`config.mk`:
```
export PLATFORM = sky130hd
export DESIGN_NAME = apb_master
export DESIGN_NICKNAME = d
export VERILOG_FILES = /design/src/rtl/apb_pkg.sv /design/src/rtl/apb_wait_timer.sv /design/src/rtl/apb_master.sv
export SDC_FILE = /design/constraint.sdc
export NUM_CORES = 1
export LEC_CHECK = 0
export CORE_ASPECT_RATIO = 0.5
export CORE_MARGIN = 2
export CORE_UTILIZATION = 30
export DETAILED_ROUTE_END_ITERATION = 6
export GPL_ROUTABILITY_DRIVEN = 0
export PLACE_DENSITY_LB_ADDON = 0.25
export SYNTH_ARGS = -nofsm -noshare
export SYNTH_HDL_FRONTEND = slang
export SYNTH_SLANG_ARGS = --single-unit
```
`constraint.sdc`:
```
create_clock -name clk -period 2 [get_ports clk]
set_input_delay 0.4 -clock clk [delete_from_list [all_inputs] [get_ports clk]]
set_output_delay 0.4 -clock clk [all_outputs]
set_load 0.1 [all_outputs]
```
`src/rtl/apb_pkg.sv`:
```
// Shared types and constants for the APB initiator and the UART receiver register map.
package apb_pkg;

    typedef enum logic [1:0] {
        IDLE   = 2'd0,
        SETUP  = 2'd1,
        ACCESS = 2'd2,
        RESP   = 2'd3
    } apb_state_t;

    // Receiver register map
    localparam logic [2:0] ADDR_STATUS  = 3'd0;
    localparam logic [2:0] ADDR_ERROR   = 3'd1;
    localparam logic [2:0] ADDR_BITP_LO = 3'd2;
    localparam logic [2:0] ADDR_BITP_HI = 3'd3;
    localparam logic [2:0] ADDR_DSIZE   = 3'd4;
    localparam logic [2:0] ADDR_RXDATA  = 3'd6;

    // pslverr encodings
    localparam logic PSLVERR_OK  = 1'b0;
    localparam logic PSLVERR_ERR = 1'b1;

endpackage

```
`src/rtl/apb_wait_timer.sv`:
```
// Wait-state counter for the ACCESS phase; saturates at TIMEOUT_CYCLES-1 and flags it.
module apb_wait_timer #(
    parameter int unsigned TIMEOUT_CYCLES = 16
) (
    input  logic clk,
    input  logic n_rst,
    input  logic clr,
    input  logic en,
    output logic tc
);

    localparam int unsigned CNT_W = $clog2(TIMEOUT_CYCLES + 1);

    logic [CNT_W-1:0] count;

    assign tc = (count == CNT_W'(TIMEOUT_CYCLES - 1));

    always_ff @(posedge clk) begin
        if (!n_rst || clr) begin
            count <= '0;
        end else if (en && !tc) begin
            count <= count + CNT_W'(1);
        end
    end

endmodule

```
`src/rtl/apb_master.sv`:
```
// Single-outstanding APB initiator: command in, SETUP/ACCESS sequencing, response out.
module apb_master
    import apb_pkg::*;
#(
    parameter int unsigned ADDR_W         = 3,
    parameter int unsigned DATA_W         = 8,
    parameter int unsigned TIMEOUT_CYCLES = 16
) (
    input  logic              clk,
    input  logic              n_rst,
    input  logic              cmd_valid,
    output logic              cmd_ready,
    input  logic              cmd_write,
    input  logic [ADDR_W-1:0] cmd_addr,
    input  logic [DATA_W-1:0] cmd_wdata,
    output logic              rsp_valid,
    input  logic              rsp_ready,
    output logic [DATA_W-1:0] rsp_rdata,
    output logic              rsp_err,
    output logic              rsp_timeout,
    output logic              psel,
    output logic              penable,
    output logic [ADDR_W-1:0] paddr,
    output logic              pwrite,
    output logic [DATA_W-1:0] pwdata,
    input  logic [DATA_W-1:0] prdata,
    input  logic              pready,
    input  logic              pslverr
);

    apb_state_t state, state_next;
    logic       timer_clr, timer_en, timer_tc;

    assign cmd_ready = (state == IDLE);

    apb_wait_timer #(
        .TIMEOUT_CYCLES(TIMEOUT_CYCLES)
    ) u_wait_timer (
        .clk  (clk),
        .n_rst(n_rst),
        .clr  (timer_clr),
        .en   (timer_en),
        .tc   (timer_tc)
    );

    always_comb begin
        state_next = state;
        timer_clr  = 1'b0;
        timer_en   = 1'b0;
        case (state)
            IDLE:    if (cmd_valid) state_next = SETUP;
            SETUP: begin
                state_next = ACCESS;
                timer_clr  = 1'b1;
            end
            ACCESS: begin
                if (pready || timer_tc) state_next = RESP;
                else                    timer_en   = 1'b1;
            end
            RESP:    if (rsp_ready) state_next = IDLE;
            default: state_next = IDLE;
        endcase
    end

    always_ff @(posedge clk) begin
        if (!n_rst) begin
            state       <= IDLE;
            psel        <= 1'b0;
            penable     <= 1'b0;
            paddr       <= '0;
            pwrite      <= 1'b0;
            pwdata      <= '0;
            rsp_valid   <= 1'b0;
            rsp_rdata   <= '0;
            rsp_err     <= 1'b0;
            rsp_timeout <= 1'b0;
        end else begin
            state <= state_next;
            case (state)
                IDLE: begin
                    if (cmd_valid) begin
                        paddr  <= cmd_addr;
                        pwrite <= cmd_write;
                        pwdata <= cmd_wdata;
                        psel   <= 1'b1;
                    end
                end
                SETUP: penable <= 1'b1;
                ACCESS: begin
                    if (pready) begin
                        rsp_rdata   <= pwrite ? '0 : prdata;
                        rsp_err     <= pslverr;
                        rsp_timeout <= 1'b0;
                        psel        <= 1'b0;
                        penable     <= 1'b0;
                        rsp_valid   <= 1'b1;
                    end else if (timer_tc) begin
                        rsp_rdata   <= '0;
                        rsp_err     <= 1'b1;
                        rsp_timeout <= 1'b1;
                        psel        <= 1'b0;
                        penable     <= 1'b0;
                        rsp_valid   <= 1'b1;
                    end
                end
                RESP: if (rsp_ready) rsp_valid <= 1'b0;
                default: ;
            endcase
        end
    end

endmodule

```
==> impl_metrics.tcl <==
set metrics [dict create \
    routed_via_density 4.47 \
    ys_seq_elements 32 \
    syn-num-nets 171 \
    reg2reg_from "u_wait_timer.count[0]" \
    chipHeight_um 50.6 \
    vias 1123 \
    grt_max_degree 18 \
    antenna_left 0 \
    ir_drop_v 0.000425 \
    tns_ps 0 \
    grt-ovfl-total 0 \
    cpLargestDelayFamily "simple AND/OR/NAND/NOR gates" \
    relSlewSlack 0.721 \
    layout-drive-gt1-share 0.223 \
    path_clk_slew_ps 60 \
    crit_buf_inv 0 \
    cap_viol_max_count 0 \
    finClkSkew_ps 4.26 \
    netlist-cell-type-count 28 \
    worstHoldStart "paddr[2]" \
    drt-initial-drc-count 25 \
    clock_path_buffers 2 \
    hold_class "reg2reg" \
    worstSetupPathType "reg2reg" \
    tightest_slew_ps 419 \
    synth_area_leaders "dfxtp_1 (49%), nand2_1 (9.2%), a21boi_0 (7.5%)" \
    fin_crit_sh 0.941 \
    comb_power_share 0.491 \
    rows 16 \
    power_density_nw_per_um2 1320 \
    nNetsFinal 229 \
    num_antenna_cells 0 \
    numClockSinks 32 \
    ys.flop_type "dfxtp_1" \
    io-pin-count 52 \
    crit_top_cell "ha_1" \
    clk_latency_ps 280 \
    cts_max_level 2 \
    internal-power_mw 1.36 \
    crit_path_end_kind "register" \
    mostFrequentLayoutCells "nand2_1 (32), dfxtp_1 (32), buf_4 (29)" \
    start_util 0.324 \
    max_freq_ghz 0.531 \
    cp_max_fo 4 \
    synth-edff-count 0 \
    place.detailed.hpwl_mm 2.20 \
    wl_mm 2.85 \
    antenna_found_initial 0 \
    syn_area_um2 1300 \
    ys_seq_area_frac 0.492 \
    cts_tree "built" \
    total_leakage_power_nw 0.817 \
    final_util 0.485 \
    hold_buffers 0 \
    yosysTopAreaCellShare 0.492 \
    postCtsSetupRepairBufs 0 \
    status "finished, final reports clean" \
    synth_top_area_cell "dfxtp_1" \
    io_buffers 51 \
    cp_slowest_stage_delay_ps 410 \
    cp.arrival_ps 2090 \
    finalPower_mw 2.57 \
    clkPwrFrac 0.194 \
    area_delta_synth_final_pct 49.9 \
    p_sw_frac 0.472 \
    startpoint "u_wait_timer.count[0]" \
    async_reset_ff_frac 0 \
    worstPathCellList "ha_1, and3_1, ha_1, or3b_4, or3_1, a21oi_1" \
    cts-root-buf "clkbuf_8" \
    min_period_ps 1880 \
    grt_use_total 0.119 \
    slew_viol_final 0 \
    cp.required_ps 2210 \
    synth-warning-count 0 \
    hold_viol_final 0 \
    dr.pass1.iters 4 \
    setup_violations 0 \
    rsz0062_at_grt "no" \
    grt_pass1_vias 1022 \
    core_um2 4020 \
    p_switching_mw 1.21 \
    drc_errors 0 \
    die_w_um 97.2 \
    slowest_stage "or3b_4" \
    synth_area_per_cell_um2 9.44 \
    cts_resized 0 \
    pwr-share-seq 0.315 \
    synth_cells 138 \
    grt_pass1_wl_mm 4.58 \
    start_kind "register" \
    wl_per_cell_um 11.4 \
    numCtsBuffers 5 \
    die-area_um2 4920 \
]
[metrics by stage]
stage	setup slack, ps	cell area, um^2	hold WS (ps)	instances
6_report	117	1950	463	251
3_5_place_dp	69.9	1860	459	243
4_1_cts	106	1950	468	251
5_1_grt	35.3	1950	487	251
3_3_place_gp	131	1860	453	243
2_1_floorplan	128	1310	454	138
[worst register-to-register path, cell delays in order, from the launching register on]
cell,delay (ps)
dfxtp_1,330
ha_1,210
and3_1,180
ha_1,190
or3b_4,410
or3_1,350
a21oi_1,140
[routing by layer]
metal  GRT usage  wire length (um)
met5           0                 0
met4      0.0563                39
met3      0.0446               159
met2       0.201              1320
met1       0.135              1330
[final cells by class]
class	instances	area (um^2)
clock buffer	8	90.1
multi-input combinational	96	627
tap	54	67.6
fill	388	2070
sequential	32	641
inverter	5	18.8
timing repair buffer	56	508
[cell families after synthesis]
logic type | count (synthesis) | share of synthesized area
and+or+nand+nor | 52 | 0.193
AOI/OAI and AO/OA | 34 | 0.198
DFF | 32 | 0.492
buffers and inverters | 10 | 0.0288
adders and majority gates | 7 | 0.0672
xor gates and xnor gates | 2 | 0.0135
muxes | 1 | 0.00769
[sequential cells by signal, summed over array words and instances (netlist names)]
| register | count |
|---|---|
| pwdata | 8 |
| rsp_rdata | 8 |
| u_wait_timer.count | 5 |
| paddr | 3 |
| state | 2 |
| penable | 1 |
| psel | 1 |
| pwrite | 1 |
| rsp_err | 1 |
| rsp_timeout | 1 |
| rsp_valid | 1 |
[synthesized netlist by cell type, drive strengths merged (2+ instances only)]
| cell | n |
|---|---|
| a22o | 8 |
| nand2 | 32 |
| nor2b | 3 |
| nor2 | 7 |
| inv | 5 |
| o21a | 2 |
| dfxtp | 32 |
| o21ai | 3 |
| ha | 7 |
| nor3b | 2 |
| a21oi | 3 |
| xnor2 | 2 |
| clkbuf | 5 |
| a21boi | 13 |
[power by group through the flow]
stage	clock network (mW)	logic, mW	registers, mW
3_5_place_dp	0	1.27	0.824
4_1_cts	0.522	1.27	0.810
5_1_grt	0.557	1.32	0.823
2_1_floorplan	0	0.357	1.43
3_3_place_gp	0	1.26	0.821
6_report	0.498	1.26	0.809
[worst paths after layout]
kind	end	cells past startpoint	slack, ps
worst max-delay path	u_wait_timer.count[3]	6	120
worst min-delay path	paddr[2]	2	460
worst max register to register	u_wait_timer.count[3]	6	120
worst min register to register	paddr[2]	2	460
(Power assumes the default switching activity.)
